### src/rtl/multicycle_datapath.sv
// Multicycle MIPS-subset datapath: FETCH/DECODE/EXEC/MEM/WB FSM with internal register file and ALU.
// Optional macro MULTICYCLE_DATAPATH_BNE_EN adds bne (opcode 000101); without it that opcode halts as illegal.
module multicycle_datapath #(
    parameter int                N        = 32,
    parameter int                ADDR_W   = 32,
    parameter logic [ADDR_W-1:0] RESET_PC = '0
) (
    input  logic              clk,
    input  logic              rst,
    output logic              instr_req,
    output logic [ADDR_W-1:0] instr_addr,
    input  logic              instr_valid,
    input  logic [31:0]       instr_data,
    output logic              mem_req,
    output logic              mem_we,
    output logic [ADDR_W-1:0] mem_addr,
    output logic [N-1:0]      mem_wdata,
    input  logic              mem_ready,
    input  logic [N-1:0]      mem_rdata,
    output logic              retire,
    output logic              halted,
    output logic              illegal,
    output logic [2:0]        dbg_state
);

    // Handshake: a request stays high with address/we/wdata stable until the cycle
    // valid/ready is sampled high on a rising edge; valid/ready without a request is ignored.
    typedef enum logic [2:0] {
        S_FETCH, S_DECODE, S_EXEC, S_MEM, S_WB, S_HALT
    } state_t;

    typedef enum logic [2:0] {
        ALU_ADD, ALU_SUB, ALU_AND, ALU_OR, ALU_SLT
    } alu_op_t;

    state_t            state_q, state_d;
    logic              req_en;
    logic [ADDR_W-1:0] pc_q, pc4_q;
    logic [31:0]       ir_q;
    logic [N-1:0]      a_q, b_q, alu_q, mdr_q;
    logic              illegal_q;
    logic [N-1:0]      rf [32];

    logic [5:0]  opcode, funct;
    logic [4:0]  rs, rt, rd, wr_addr;
    logic [15:0] imm;
    alu_op_t     alu_op;
    logic        use_imm, zext, is_lw, is_sw, is_br, br_ne, wr_rd, legal, is_halt;
    logic [N-1:0]      imm_ext, opb, alu_y;
    logic [ADDR_W-1:0] imm_addr, br_target;
    logic              br_taken;

    assign opcode  = ir_q[31:26];
    assign rs      = ir_q[25:21];
    assign rt      = ir_q[20:16];
    assign rd      = ir_q[15:11];
    assign funct   = ir_q[5:0];
    assign imm     = ir_q[15:0];
    assign is_halt = (ir_q == 32'hFFFF_FFFF);

    always_comb begin
        alu_op  = ALU_ADD;
        use_imm = 1'b0;
        zext    = 1'b0;
        is_lw   = 1'b0;
        is_sw   = 1'b0;
        is_br   = 1'b0;
        br_ne   = 1'b0;
        wr_rd   = 1'b0;
        legal   = 1'b1;
        case (opcode)
            6'b000000: begin
                wr_rd = 1'b1;
                case (funct)
                    6'b100000: alu_op = ALU_ADD;
                    6'b100010: alu_op = ALU_SUB;
                    6'b100100: alu_op = ALU_AND;
                    6'b100101: alu_op = ALU_OR;
                    6'b101010: alu_op = ALU_SLT;
                    default:   legal  = 1'b0;
                endcase
            end
            6'b001000: use_imm = 1'b1;
            6'b001100: begin use_imm = 1'b1; zext = 1'b1; alu_op = ALU_AND; end
            6'b001101: begin use_imm = 1'b1; zext = 1'b1; alu_op = ALU_OR;  end
            6'b100011: begin use_imm = 1'b1; is_lw = 1'b1; end
            6'b101011: begin use_imm = 1'b1; is_sw = 1'b1; end
            6'b000100: is_br = 1'b1;
`ifdef MULTICYCLE_DATAPATH_BNE_EN
            6'b000101: begin is_br = 1'b1; br_ne = 1'b1; end
`endif
            default:   legal = 1'b0;
        endcase
    end

    assign imm_ext   = zext ? {{(N-16){1'b0}}, imm} : {{(N-16){imm[15]}}, imm};
    assign opb       = use_imm ? imm_ext : b_q;
    assign imm_addr  = {{(ADDR_W-16){imm[15]}}, imm};
    assign br_target = pc4_q + (imm_addr << 2);
    assign br_taken  = (a_q == b_q) ^ br_ne;
    assign wr_addr   = wr_rd ? rd : rt;

    always_comb begin
        alu_y = '0;
        case (alu_op)
            ALU_ADD: alu_y = a_q + opb;
            ALU_SUB: alu_y = a_q - opb;
            ALU_AND: alu_y = a_q & opb;
            ALU_OR:  alu_y = a_q | opb;
            ALU_SLT: alu_y = {{(N-1){1'b0}}, ($signed(a_q) < $signed(opb))};
            default: alu_y = '0;
        endcase
    end

    always_ff @(posedge clk or negedge rst) begin
        if (!rst) state_q <= S_FETCH;
        else      state_q <= state_d;
    end

    always_comb begin
        state_d = state_q;
        case (state_q)
            S_FETCH:  if (req_en && instr_valid) state_d = S_DECODE;
            S_DECODE: state_d = (is_halt || !legal) ? S_HALT : S_EXEC;
            S_EXEC: begin
                if (is_br)              state_d = S_FETCH;
                else if (is_lw || is_sw) state_d = S_MEM;
                else                     state_d = S_WB;
            end
            S_MEM:    if (mem_ready) state_d = is_sw ? S_FETCH : S_WB;
            S_WB:     state_d = S_FETCH;
            S_HALT:   state_d = S_HALT;
            default:  state_d = S_FETCH;
        endcase
    end

    // req_en keeps instr_req low while reset is held, even though the state resets to FETCH.
    always_ff @(posedge clk or negedge rst) begin
        if (!rst) begin
            req_en    <= 1'b0;
            pc_q      <= RESET_PC;
            pc4_q     <= '0;
            ir_q      <= '0;
            a_q       <= '0;
            b_q       <= '0;
            alu_q     <= '0;
            mdr_q     <= '0;
            illegal_q <= 1'b0;
            for (int i = 0; i < 32; i++) rf[i] <= '0;
        end else begin
            req_en <= 1'b1;
            case (state_q)
                S_FETCH: if (req_en && instr_valid) ir_q <= instr_data;
                S_DECODE: begin
                    a_q   <= rf[rs];
                    b_q   <= rf[rt];
                    pc4_q <= pc_q + ADDR_W'(4);
                    if (!is_halt && !legal) illegal_q <= 1'b1;
                end
                S_EXEC: begin
                    alu_q <= alu_y;
                    if (is_br) pc_q <= br_taken ? br_target : pc4_q;
                end
                S_MEM: if (mem_ready) begin
                    mdr_q <= mem_rdata;
                    if (is_sw) pc_q <= pc4_q;
                end
                S_WB: begin
                    if (wr_addr != 5'd0) rf[wr_addr] <= is_lw ? mdr_q : alu_q;
                    pc_q <= pc4_q;
                end
                default: ;
            endcase
        end
    end

    assign instr_req  = req_en && (state_q == S_FETCH);
    assign instr_addr = pc_q;
    assign mem_req    = (state_q == S_MEM);
    assign mem_we     = mem_req && is_sw;
    assign mem_addr   = ADDR_W'(alu_q);
    assign mem_wdata  = b_q;
    assign retire     = ((state_q == S_EXEC) && is_br) ||
                        ((state_q == S_MEM) && is_sw && mem_ready) ||
                        (state_q == S_WB);
    assign halted     = (state_q == S_HALT);
    assign illegal    = illegal_q;
    assign dbg_state  = state_q;

endmodule

### config.mk
export PLATFORM = sky130hd
export DESIGN_NAME = multicycle_datapath
export DESIGN_NICKNAME = d
export VERILOG_FILES = /design/src/rtl/multicycle_datapath.sv
export SDC_FILE = /design/constraint.sdc
export NUM_CORES = 2
export LEC_CHECK = 0
export ABC_CLOCK_PERIOD_IN_PS = 5100
export CAP_MARGIN = 40
export CORE_MARGIN = 2
export CORE_UTILIZATION = 55
export DETAILED_ROUTE_END_ITERATION = 12
export GPL_TIMING_DRIVEN = 0
export PLACE_DENSITY_LB_ADDON = 0.12
export SLEW_MARGIN = 20
export SYNTH_ARGS = -nofsm -noshare
export SYNTH_HDL_FRONTEND = slang
export SYNTH_SLANG_ARGS = --single-unit
### constraint.sdc
create_clock -name clk -period 5.1 [get_ports clk]
set_input_delay 1.02 -clock clk [delete_from_list [all_inputs] [get_ports clk]]
set_output_delay 1.02 -clock clk [all_outputs]
set_load 0.05 [all_outputs]
==> metrics <==
IO Port Bufs between 150 and 200; Simple-Gate Fraction of Synth Area under 10%; Crit path arrival time ~5700 ps; final non-filler cell area a little under 80,000 um^2; Area growth, synth to finish 14.87%; Num CTS Buffers 140; Max Cap Viol 0; Iteration-0 DRC Markers approximately 7,100; f_max roughly 200 MHz; core area 122,200 um^2; starting density of the core 55.60%; placed instance area between 70,000 and 80,000 um^2; residual DRC count 0; sequential area share after synthesis approximately 46%; GRT Util Overall roughly 40%; run status finished clean; unrepaired setup endpoints after global routing no; Clock Latency Late Sink 800 ps; CP max-delay cell o21ai_0; vias in the first global route 54,760; syn_nets roughly 6,400; mux contribution to synthesized area a little under a quarter; DP Wirelength 194.2 mm; non-filler instance count after layout around 8,300; Worst-path clk slew approximately 60 ps; largest family of logic cells by synthesized area multiplexers; flops & latches, synth 1,253; die area approximately 130,000 um^2; register area around 31,000 um^2; Hold Vio Cnt, Final 0; CTS tree yes; average cell area after synthesis about 11 um^2; IO Pins around 170; Max Slew Vio Count 0; delay-heaviest family, CP compound AO/OA/AOI/OAI gates; Final Skew between 20 and 25 ps; post-synthesis compound-gate area fraction approximately an eighth; CP Buf/Inv Count 2; Vias/cell between 6 and 7; total gr overflow 0; Worst setup SP type flip-flop; Async SR Flop Fraction 100.0%; Worst Path Required 5800 ps; number of synthesized flops with an enable pin 0; standby leakage power roughly 33 nW; share of cells above drive strength 1 between 10% and 20%; drt pass-1 iters 6; Max-slew headroom 33.93%; Final Cycle Share 98.56%; Least-Margin Pin Slew just under 1000 ps; Primary FF master, synth dfrtp_1; CP cell instances nand3_1 > nor2_1 > a21oi_1 > nor2_1 > buf_6 > mux2_2 > inv_1 > ha_1 > nand2b_1 > a21oi_1 > o21ai_1 > a211oi_2 > o21ai_0 > a21oi_1 > o41ai_2 > a211oi_1 > or3_1 > a31oi_1; crit-path max FO 16; root buffer cell clkbuf_16; wire length per cell a little under 30 um; dpl cells between 8,000 and 9,000; Place WS -1358 ps; Die Ht roughly 360 um; CTS H-Tree Depth 4; worst hold margin about 160 ps; Synth Cell Area a little under 70,000 um^2; first-pass GRT wire length about 370 mm; post-synthesis xor/xnor area fraction under 10%; # fillers ~10,000; Clock Sinks between 1,000 and 1,500; via count about 55,000; # setup viols final 0; most frequent CP cell a21oi_1; Yosys warning count 0; Cells after Synth around 6,200; Hold Buf Count CTS 0; Adder-Cell Fraction of Synth Area approximately 2.4%; final wirelength around 250 mm; final net count between 6,000 and 7,000; FP Rows roughly 130; setup ws final 73.45 ps; routability cong. approximately 0.99; worst hold-check path type in2async; Worst VDD drop around 0.5 mV; footprint of the multi-input gates ~34,000 um^2; initial antenna violation count 11; delay of the slowest critical-path stage between 600 and 700 ps; CTS Buffer Depth 3; largest net degree at the start of global routing 147; Die Width 355.5 um; Final min period between 5000 and 6000 ps; Worst Setup End Kind flip-flop; CP Class reg2reg; Antenna Nets Post-Route 0; PD cells around 750 nW/um^2; Yosys cell types between 80 and 90
==> registers in the layout (all words and copies together) (netlist names) <==
name and count:
a_q 32, dbg_state 3, illegal 1, instr_addr 32, ir_q 32, mdr_q 32
mem_addr 32, mem_wdata 32, pc4_q 32, req_en 1, rf 1024
==> Yosys cell counts (17+ instances only) <==
library cell / instances / area [um^2]
inv_1: 116 / 435.4
ha_1: 127 / 1589
clkbuf_1: 468 / 1757
nor3_1: 24 / 120.1
nand2_1: 747 / 2804
o21ai_0: 624 / 3123
mux2_2: 82 / 923.4
dfrtp_1: 1253 / 31360
a31oi_1: 54 / 337.8
xor2_1: 53 / 464.2
o21a_1: 26 / 195.2
nand2b_1: 18 / 112.6
xnor2_1: 50 / 437.9
buf_1: 70 / 262.8
mux2i_1: 93 / 930.9
nand4_1: 18 / 112.6
a21o_1: 42 / 315.3
a21oi_1: 636 / 3183
a211oi_1: 17 / 127.6
mux4_2: 640 / 14410
buf_2: 36 / 180.2
nand3_1: 40 / 200.2
nor2_1: 685 / 2571
==> stage by stage <==
step	TNS, ps	util, %	power, mW
5_1_grt	0	63.86	61.04
3_3_place_gp	-	58.67	45.32
4_1_cts	0	63.65	57.30
2_1_floorplan	0	-	35.26
6_report	0	63.87	58.37
3_5_place_dp	-10880	59.71	46.56
==> path summary, 6_finish.rpt <==
path	startpoint	end	slack, ps	cells after the start
min in group clk	pc4_q[1]$_DFFE_PN0P_	instr_addr[1]$_DFFE_PN0P_	480	2
min reg2reg	pc4_q[1]$_DFFE_PN0P_	instr_addr[1]$_DFFE_PN0P_	480	2
max reg2reg	ir_q[26]$_DFFE_PN0P_	mem_addr[0]$_DFFE_PN0P_	70	18
min	rst	instr_addr[29]$_DFFE_PN0P_	160	1
max	ir_q[26]$_DFFE_PN0P_	mem_addr[0]$_DFFE_PN0P_	70	18
max in group asynchronous	rst	rf[891]$_DFFE_PN0P_	2610	4
==> cell type report <==
type                            count  share of cell area [%]
Timing Repair Buffer              291                   4.017
Clock buffer                      205                   5.338
Buffer                            572                   2.881
Clock inverter                     41                  0.7823
Inverter                          117                  0.5627
Sequential cell                  1253                   40.18
Antenna cell                        5                 0.01603
Tap cell                         1625                   2.605
Multi-Input combinational cell   4222                   43.62
==> where the power goes <==
group	switching, mW	internal (mW)	total, mW	leakage (nW)
clock	4.36	6.25	10.6	2.35
combinational	18.8	12.4	31.1	13.9
sequential	3.34	13.3	16.6	16.7
==> cells by family after synthesis <==
family,count (synthesis)
AND/OR/NAND/NOR,1632
AO/OA/AOI/OAI,1541
flip-flops,1253
multiplexers,815
buffers and inverters,693
adder cells (fa/ha/maj),130
XOR/XNOR,103
other,1
==> timing repair <==
action / in CTS / in global routing
buffers inserted: 1 / 3
cloned: 0 / 0
setup endpoints to repair: 21 / 10
pin swaps: 1 / 2
resized for setup: 15 / 17
==> per-layer routing <==
layer | global-route usage (%) | part of all wire, %
met1 | 52.94 | 37
met3 | 12.78 | 12
met4 | 17.57 | 4.9
met5 | 0 | 0.017
met2 | 60.64 | 45
==> placed cells by master (no fill, tap or decap), types with 14 or more instances in the layout <==
cell,instances
dfrtp_1,1252
o21a_1,26
a21oi_1,632
nand4_1,18
o211ai_1,15
clkbuf_2,19
clkbuf_16,147
xor2_1,53
clkbuf_1,475
clkbuf_8,27
clkdlybuf4s50_1,170
a31oi_1,53
o21ai_0,623
nor3_1,23
buf_6,64
nand2_1,747
mux4_2,640
xnor2_1,50
buf_4,32
inv_1,116
nor2_1,684
buf_2,48
nand2b_1,18
a211oi_1,16
mux2i_1,92
ha_1,126
clkinv_2,19
mux2_2,82
nor4_1,14
a21o_1,42
buf_1,58
nand3_1,40
(Power assumes the default switching activity.)
